--- src/rtl/cpu_regfile_pkg.sv ---
// Shared definitions for the CPU register-file write path: default
// geometry of the register file and the write-arbiter FSM encodings.
package cpu_regfile_pkg;

   localparam int N_REGS_DEF = 8;
   localparam int WIDTH_DEF  = 8;
   localparam int ADDR_W_DEF = 3;

   // IDLE: nothing staged; WRITE: wr_sel pulse active; LOCK: a requester
   // owns the port for its next beat (only reachable with ARB_LOCK_EN).
   typedef enum logic [1:0] {
      IDLE  = 2'd0,
      WRITE = 2'd1,
      LOCK  = 2'd2
   } arb_state_e;

endpackage

--- src/rtl/rr_arbiter.sv ---
// Combinational round-robin arbiter: grants the first set request at or
// after ptr, wrapping N-1 -> 0. Returns a one-hot grant plus its index.
// Purely combinational so it can be reused by the read-port arbiter.
module rr_arbiter #(
   parameter  int N     = 4,
   localparam int IDX_W = (N > 1) ? $clog2(N) : 1
) (
   input  logic [N-1:0]     req,
   input  logic [IDX_W-1:0] ptr,
   input  logic             en,
   output logic [N-1:0]     gnt,
   output logic [IDX_W-1:0] idx
);

   int   pos;
   logic found;

   // Scan N positions starting at ptr; the first requester seen wins.
   always_comb begin
      // NOTE: every output gets a default before the loop so no path leaves
      // a signal unassigned, which would otherwise infer a latch.
      gnt   = '0;
      idx   = '0;
      found = 1'b0;
      pos   = 0;
      for (int k = 0; k < N; k++) begin
         pos = int'(ptr) + k;
         if (pos >= N) pos = pos - N;
         if (en && !found && req[IDX_W'(pos)]) begin
            gnt[IDX_W'(pos)] = 1'b1;
            idx              = IDX_W'(pos);
            found            = 1'b1;
         end
      end
   end

endmodule

--- src/rtl/regfile_write_arbiter.sv ---
// Write-port arbiter for the CPU register file. N_REQ requesters compete
// round-robin for the single write port via valid/ready; the winner is
// registered and drives a one-hot wr_sel pulse plus shared wr_data one
// cycle after the handshake. Out-of-range addresses complete the handshake
// but raise addr_err instead of a wr_sel pulse.
// Optional feature macro: ARB_LOCK_EN (requester may hold the port across
// consecutive beats with req_lock).
module regfile_write_arbiter
   import cpu_regfile_pkg::*;
#(
   parameter  int N_REQ  = 4,
   parameter  int N_REGS = N_REGS_DEF,
   parameter  int WIDTH  = WIDTH_DEF,
   parameter  int ADDR_W = ADDR_W_DEF,
   localparam int SRC_W  = $clog2(N_REQ)
) (
   input  logic                    clk,
   input  logic                    rst_n,
   input  logic [N_REQ-1:0]        req_valid,
   input  logic [N_REQ*ADDR_W-1:0] req_addr,
   input  logic [N_REQ*WIDTH-1:0]  req_data,
   input  logic [N_REQ-1:0]        req_lock,
   output logic [N_REQ-1:0]        req_ready,
   input  logic                    freeze,
   output logic [N_REGS-1:0]       wr_sel,
   output logic [WIDTH-1:0]        wr_data,
   output logic [SRC_W-1:0]        wr_src,
   output logic                    addr_err
);

   arb_state_e        state, state_nxt;
   logic [SRC_W-1:0]  rr_ptr, rr_ptr_nxt, arb_ptr, win_idx;
   logic [N_REQ-1:0]  arb_req, gnt;
   logic              arb_en, handshake, addr_bad;
   logic [ADDR_W-1:0] win_addr;
   logic [WIDTH-1:0]  win_data;
   logic [N_REGS-1:0] sel_nxt;

   function automatic logic [SRC_W-1:0] wrap_inc(input logic [SRC_W-1:0] i);
      return (int'(i) == N_REQ - 1) ? '0 : i + 1'b1;
   endfunction

   // Grants are suppressed during reset and pipeline stalls.
   assign arb_en = rst_n & ~freeze;

`ifdef ARB_LOCK_EN
   logic [SRC_W-1:0] lock_idx;
   logic             lock_hold;

   // While locked and the owner is still valid, only the owner may win;
   // if the owner dropped valid, normal arbitration resumes after it.
   always_comb begin
      arb_req   = req_valid;
      arb_ptr   = rr_ptr;
      lock_hold = (state == LOCK) && req_valid[lock_idx];
      if (state == LOCK) begin
         if (lock_hold) begin
            arb_req           = '0;
            arb_req[lock_idx] = req_valid[lock_idx];
            arb_ptr           = lock_idx;
         end else begin
            arb_ptr = wrap_inc(lock_idx);
         end
      end
   end

   // Remember which requester owns the lock.
   always_ff @(posedge clk or negedge rst_n) begin
      if (!rst_n)                              lock_idx <= '0;
      else if (handshake && req_lock[win_idx]) lock_idx <= win_idx;
   end
`else
   logic unused_lock;
   assign unused_lock = ^req_lock;
   assign arb_req     = req_valid;
   assign arb_ptr     = rr_ptr;
`endif

   rr_arbiter #(.N(N_REQ)) u_rr_arbiter (
      .req (arb_req),
      .ptr (arb_ptr),
      .en  (arb_en),
      .gnt (gnt),
      .idx (win_idx)
   );

   assign req_ready = gnt;
   assign handshake = |(gnt & req_valid);
   assign win_addr  = req_addr[int'(win_idx)*ADDR_W +: ADDR_W];
   assign win_data  = req_data[int'(win_idx)*WIDTH +: WIDTH];
   assign addr_bad  = int'(win_addr) >= N_REGS;

   // Decode the winning address into the one-hot register select.
   always_comb begin
      sel_nxt = '0;
      for (int r = 0; r < N_REGS; r++) begin
         sel_nxt[r] = handshake && (win_addr == ADDR_W'(r));
      end
   end

   // Next state and round-robin pointer update.
   always_comb begin
      state_nxt  = IDLE;
      rr_ptr_nxt = rr_ptr;
      if (handshake) begin
         state_nxt  = WRITE;
         rr_ptr_nxt = wrap_inc(win_idx);
`ifdef ARB_LOCK_EN
         if (req_lock[win_idx]) begin
            state_nxt  = LOCK;
            rr_ptr_nxt = rr_ptr;
         end
`endif
      end
`ifdef ARB_LOCK_EN
      else if (state == LOCK) begin
         if (req_valid[lock_idx]) state_nxt  = LOCK;
         else                     rr_ptr_nxt = wrap_inc(lock_idx);
      end
`endif
   end

   // State register and registered write stage; a reset discards any
   // staged write. wr_data and wr_src hold between accepted beats.
   always_ff @(posedge clk or negedge rst_n) begin
      if (!rst_n) begin
         state    <= IDLE;
         rr_ptr   <= '0;
         wr_sel   <= '0;
         wr_data  <= '0;
         wr_src   <= '0;
         addr_err <= 1'b0;
      end else begin
         // NOTE: non-blocking assignments so every register samples the
         // pre-edge values, independent of statement order.
         state    <= state_nxt;
         rr_ptr   <= rr_ptr_nxt;
         wr_sel   <= sel_nxt;
         addr_err <= handshake && addr_bad;
         if (handshake) begin
            wr_data <= win_data;
            wr_src  <= win_idx;
         end
      end
   end

endmodule

--- config.mk ---
export PLATFORM = sky130hd
export DESIGN_NAME = regfile_write_arbiter
export DESIGN_NICKNAME = d
export VERILOG_FILES = /design/src/rtl/cpu_regfile_pkg.sv /design/src/rtl/rr_arbiter.sv /design/src/rtl/regfile_write_arbiter.sv
export SDC_FILE = /design/constraint.sdc
export NUM_CORES = 1
export LEC_CHECK = 0
export CAP_MARGIN = 20
export CORE_MARGIN = 2
export CORE_UTILIZATION = 46
export CTS_BUF_LIST = sky130_fd_sc_hd__clkbuf_8
export CTS_CLUSTER_SIZE = 40
export DETAILED_ROUTE_END_ITERATION = 10
export GPL_ROUTABILITY_DRIVEN = 1
export PLACE_DENSITY = 0.83
export SYNTH_ARGS = -nofsm -noshare
export SYNTH_HDL_FRONTEND = slang
export SYNTH_SLANG_ARGS = --single-unit
--- constraint.sdc ---
create_clock -name clk -period 4.3 [get_ports clk]
set_clock_uncertainty 0.1 [all_clocks]
set_input_delay 0.86 -clock clk [delete_from_list [all_inputs] [get_ports clk]]
set_output_delay 0.86 -clock clk [all_outputs]
set_load 0.01 [all_outputs]
==> Word-level counts from Yosys, hierarchy flattened <==
Index checks and enable logic that the tools add are counted.
{ "word_totals": {"register_bits": 20, "inputBits": 55, "output_inout_bits": 23, "elab_cells": 101} }
{ "classes": {"add_sub_neg": 8, "n_mul": 1, "order_cmp": 12, "n_eq_ne": 8, "n_shift": 2, "muxes": 36, "bitwise": 6, "reduce_logical": 24} }
{ "op_table": {"columns": ["operator", "n"], "rows": [
  ["32-bit by 6-bit variable part select with 8-bit output", 1],
  ["1-bit logical AND", 19],
  ["2-bit 2-to-1 mux", 9],
  ["2-bit by 4-bit < comparator with 1-bit output, second input constant", 4],
  ["4-bit 2-to-1 mux", 4],
  ["1-bit 2-to-1 mux", 15],
  ["3-bit equality test, second input constant", 4],
  ["4-bit OR", 3],
  ["12-bit by 5-bit variable part select with 3-bit output", 1],
  ["3-bit greater-or-equal comparator, second input constant", 3],
  ["1-bit binary-select mux with 2-bit select", 4],
  ["1-bit demux with 2-bit select", 4],
  ["2-bit by 1-bit greater-or-equal comparator with 1-bit output, second input constant", 4],
  ["2-bit by 1-bit subtractor with 2-bit output, second input constant", 4],
  ["2-bit by 2-bit adder with 3-bit output, second input constant", 2],
  ["3-bit by 2-bit equality test with 1-bit output, second input constant", 2],
  ["4-bit AND", 1],
  ["2-bit by 2-bit multiplier with 4-bit output, second input constant", 1],
  ["4-bit OR reduction", 1],
  ["2-bit by 1-bit adder with 3-bit output, second input constant", 1],
  ["3-bit by 1-bit equality test with 1-bit output, second input constant", 1],
  ["2-bit by 3-bit greater-or-equal comparator with 1-bit output, second input constant", 1],
  ["1-bit zero test", 3],
  ["3-bit zero test", 1],
  ["other kinds (4)", 4]
]} }

==> Logic depth before layout (Yosys ltp) <==
{ "depth": {"depth_word": 23, "depth_mapped": 15, "ltp_nobuf": 9} }

==> Hierarchy <==
Synthesis repeated with hierarchy kept, for this count alone.
{ "unflattened": {"cells_unflattened": 127, "area_unflattened_um2": 1524.0} }
{ "modules_own_cells": {"columns": ["module", "n_inst", "cells_each", "area_each_um2", "seq_area_each_um2"], "rows": [
  ["regfile_write_arbiter", 1, 68, 1031.0, 500.5],
  ["rr_arbiter", 1, 59, 493.0, 0.0]
]} }

==> Worst setup path after synthesis <==
No wires, ideal clock.
{ "synth_path": {"path_type": "register -> output", "from": "register rr_ptr[0] (netlist: arb_ptr[0])", "to": "output port req_ready[3]", "arrival_ns": 2.758, "required_time_ns": 3.340, "slack_ns": 0.582, "path_stages_with_launch": 12, "n_path_buf": 4, "path_cell_list": "dfrtp_1 buf_6 clkbuf_1 inv_2 ha_1 buf_2 mux4_2 buf_2 nor2b_1 a2bb2oi_1 o31ai_1 a311o_1"} }
{ "synth_between": {"elab_chain_len": 19, "elab_cells_between_ends": 67, "classes_between": "add/sub (7); order compare (12); mux (31); bitwise (3); reduce/logical (14)"} }
{ "synth_lines": {"columns": ["item", "line_no", "source"], "rows": [
  ["start: declaration", "regfile_write_arbiter.sv:32", "logic [SRC_W-1:0] rr_ptr, rr_ptr_nxt, arb_ptr, win_idx;"],
  ["start signal: assignment", "regfile_write_arbiter.sv:137", "rr_ptr <= rr_ptr_nxt;"],
  ["branches (longest 18 deep; another with 2-bit by 4-bit < comparator with 1-bit output)", null, null],
  ["4-bit 2-to-1 mux (*)", "rr_arbiter.sv:29", "if (en && !found && req[IDX_W'(pos)]) begin"],
  ["end: declaration", "regfile_write_arbiter.sv:23", "output logic [N_REQ-1:0] req_ready,"]
]} }
Every way passes the cells marked *. The select of a mux whose other input is x is not followed.

==> Worst setup path in the final report <==
{ "layout_path": {"from": "input port req_valid[1]", "to": "output port req_ready[0]"} }
{ "layout_between": {"elab_chain_len": 17, "elab_cells_between_ends": 32, "classes_between": "mux (19); bitwise (3); reduce/logical (10)"} }
{ "layout_lines": {"columns": ["item", "line_no", "source"], "rows": [
  ["start: declaration", "regfile_write_arbiter.sv:19", "input logic [N_REQ-1:0] req_valid,"],
  ["1-bit binary-select mux with 2-bit select", "rr_arbiter.sv:29", null],
  ["1-bit 2-to-1 mux (implied by the code) (2 in series)", "rr_arbiter.sv:29", null],
  ["1-bit logical AND", "rr_arbiter.sv:29", null],
  ["1-bit 2-to-1 mux", "rr_arbiter.sv:29", null],
  ["1-bit zero test", "rr_arbiter.sv:29", null],
  ["1-bit logical AND (2 in series)", "rr_arbiter.sv:29", null],
  ["1-bit 2-to-1 mux", "rr_arbiter.sv:29", null],
  ["1-bit zero test", "rr_arbiter.sv:29", null],
  ["1-bit logical AND (2 in series)", "rr_arbiter.sv:29", null],
  ["1-bit 2-to-1 mux", "rr_arbiter.sv:29", null],
  ["1-bit zero test", "rr_arbiter.sv:29", null],
  ["1-bit logical AND (2 in series)", "rr_arbiter.sv:29", null],
  ["4-bit 2-to-1 mux (*)", "rr_arbiter.sv:29", null]
]} }
Mark *: on every way between the ends. The rest lies on a longest branch, timed or not. The select of a mux whose other input is x is not followed.

==> impl_metrics.tcl <==
set metrics [dict create \
    outcome "complete, no violations" \
    ys_types 50 \
    synth.area.top_cells "dfrtp_1, mux2i_1, mux4_2" \
    cts_tree "done" \
    wl_per_cell_um 17.11 \
    p_int_uw 736.9 \
    netlist_instances 216 \
    place_inst 345 \
    routed_wl_um 6005 \
    gr-total-overflow 0 \
    cellPowerDensity_nw_per_um2 398.0 \
    max_freq_mhz 237.9 \
    fin_crit_ns 4.203 \
    combPwrFrac 0.664 \
    cp-startpoint "req_valid[1]" \
    clock_latency_ns 0.25 \
    worstSetupPathType "in -> out" \
    crit_family "buffers and inverters" \
    first_pass_iters 4 \
    pwr-share-clk 0.113 \
    grt_start_max_net_pins 29 \
    place_hpwl_um 4770 \
    cp.arrival_ns 3.24 \
    nNetsFinal 363 \
    leakage_nw 1.308 \
    synth-edff-count 0 \
    syn_to_final_growth_pct 44.62 \
    timing.reg2reg.setup_slack_ns 0.98 \
    maxCapViolations 0 \
    slowest_delay_ns 0.56 \
    cts_made_buffers 3 \
    sw_frac_of_total 0.3880 \
    synth_warnings 0 \
    power_switching_uw 467.2 \
    fp.coreArea_um2 4354 \
    rsz0062_at_grt "no" \
    period_share 0.9774 \
    core.rowCount 24 \
    path_max_fanout 5 \
    slew_violations 0 \
    cp_data_required_time_ns 3.34 \
    grt_use_total 0.2365 \
    cts-root-buf "clkbuf_8" \
    async_reset_ff_frac 1.000 \
    viasPerCell 6.296 \
    yosysTopAreaCellShare 0.2392 \
    relSlewSlack 0.5576 \
    die_x_um 71.44 \
    worst-r2r-cell-count 9 \
    antenna_found_initial 0 \
    dieArea_um2 5103 \
    peakVddDrop_mv 0.1987 \
    ios 78 \
    drt_iter0_markers 143 \
    rr_startpoint "arb_ptr[0]$_DFFE_PN0P_" \
    synth.largest_area_cell "dfrtp_1" \
    synth_common_cells "mux2i_1, dfrtp_1, nand3_1" \
    final-hold-violation-count 0 \
    drive_above_1_share 0.1940 \
    cp_cell_sequence "clkdlybuf4s50_1 > mux4_2 > nand2b_4 > or3_1 > o211ai_2 > clkdlybuf4s50_1" \
    synth_ff_type "dfrtp_1" \
    grt_pass1_wl_um 9818 \
    worst_slew_pin_slew_ns 0.6629 \
    vias 2210 \
    ant_nets 0 \
    port_buffers 72 \
    synth_area_per_cell_um2 9.685 \
    critPathCapture "req_ready[0]" \
    synth-seq-cells 20 \
    cp_num_buf_inv 2 \
    place.gp.congestion 0.9430 \
    layout.cells.non_filler 351 \
    synth.most_common_cell "mux2i_1" \
    clk_pin_slew_ns 0.07 \
    critical_path_cell_count 6 \
    clkSinkCount 20 \
    syn_nets 279 \
    ys_seq_area_frac 0.2392 \
    crit_top_cell "clkdlybuf4s50_1" \
    clk_path_buf_depth 2 \
    grt_pass1_vias 2082 \
    power_frac_seq 0.222 \
    critPathSlowestCell "clkdlybuf4s50_1" \
    die_height_um 71.44 \
    min_path_type "reg -> reg" \
    critPathLaunchType "primary input" \
    nFillCells 353 \
    setup_tns_ns 0 \
    netlist_area_um2 2092 \
    remaining_drc_errors 0 \
    rr_endpoint "wr_sel[5]$_DFF_PN0_" \
    initial_core_util 0.4805 \
    h-tree-depth 1 \
    setup_viol_count_final 0 \
    holdBufCountCts 0 \
    num_antenna_cells 0 \
    worstSetupEndpointType "output port" \
]
-- timing repair --
item / 4_1_cts / 5_1_grt
buffers inserted: 0 / 1
endpoints found under the hold margin: 0 / 0
resized for setup: 0 / 3
endpoints found under the setup margin: 0 / 2
-- how the worst min path moves through the flow --
stage | from | end | slack [ns] | cells after the start
after global routing | wr_data[7]$_DFFE_PN0P_ | wr_data[7]$_DFFE_PN0P_ | 0.43 | 1
after floorplan | wr_src[0]$_DFFE_PN0P_ | wr_src[0]$_DFFE_PN0P_ | 0.45 | 2
after detailed placement | wr_data[7]$_DFFE_PN0P_ | wr_data[7]$_DFFE_PN0P_ | 0.39 | 1
after global placement | wr_data[2]$_DFFE_PN0P_ | wr_data[2]$_DFFE_PN0P_ | 0.39 | 1
final | wr_data[7]$_DFFE_PN0P_ | wr_data[7]$_DFFE_PN0P_ | 0.41 | 1
after CTS | wr_data[7]$_DFFE_PN0P_ | wr_data[7]$_DFFE_PN0P_ | 0.41 | 1
-- layer usage --
layer | part of all wire | up-vias | global-route usage
met5 | 0 | - | 0
met4 | 0.013 | 0 | 0.08386
met3 | 0.088 | 8 | 0.04641
met2 | 0.48 | 106 | 0.3889
met1 | 0.42 | 1068 | 0.3110
li1 | - | 1028 | -
-- flip-flops by register name, indices dropped and copies added, names as in the netlist --
register / count
arb_ptr: 2
wr_data: 8
wr_sel: 8
wr_src: 2
-- placed cells by master, fill, tap and decap left out, drive strengths merged, types with 8 or more instances in the layout --
master,count
buf,22
clkdlybuf4s50,72
dfrtp,20
ha,8
inv,8
mux2,11
mux2i,29
nand3,13
nor4,8
o21ai,10
o221ai,10
-- power groups by stage --
stage | Combinational (mW) | Clock, mW | Sequential [mW]
floorplan | 0.453 | 0 | 0.297
global placement | 0.758 | 0 | 0.270
detailed placement | 0.780 | 0 | 0.272
CTS | 0.784 | 0.140 | 0.269
global route | 0.871 | 0.146 | 0.277
finish | 0.800 | 0.136 | 0.268
-- cells by family (layout without fill, tap and decap cells) --
| family | count (synthesis) | in the layout | synth area share |
|---|---|---|---|
| AOI/OAI and AO/OA | 60 | 60 | 0.2237 |
| and+or+nand+nor | 57 | 57 | 0.1609 |
| muxes | 46 | 46 | 0.2626 |
| buffers and inverters | 23 | 106 | 0.05980 |
| DFF | 20 | 20 | 0.2392 |
| adders and majority gates | 8 | 8 | 0.04785 |
| other | 1 | 1 | 0.001793 |
| xor gates and xnor gates | 1 | 1 | 0.004187 |
-- stage by stage --
| stage | worst slack [ns] | utilization | cell area [µm²] | hold WS [ns] | power [mW] |
|---|---|---|---|---|---|
| after global placement | 0.1122 | 0.6750 | 2939 | 0.3879 | 1.028 |
| after floorplan | 0.5825 | - | 2092 | 0.4467 | 0.7506 |
| after CTS | 0.08083 | 0.6876 | 2994 | 0.4104 | 1.194 |
| final | 0.09723 | 0.6948 | 3025 | 0.4074 | 1.204 |
| after detailed placement | 0.08444 | 0.6750 | 2939 | 0.3945 | 1.053 |
| after global routing | 0.002517 | 0.6948 | 3025 | 0.4310 | 1.294 |
-- cell type report --
| class | count | area, µm² | share of cell area |
|---|---|---|---|
| Tap cell | 52 | 65.06 | 0.02151 |
| Timing Repair Buffer | 94 | 893.4 | 0.2953 |
| Sequential cell | 20 | 500.5 | 0.1654 |
| Inverter | 8 | 30.03 | 0.009926 |
| Multi-Input combinational cell | 173 | 1481 | 0.4897 |
| Clock buffer | 4 | 55.05 | 0.01820 |
(Power assumes the default switching activity.)
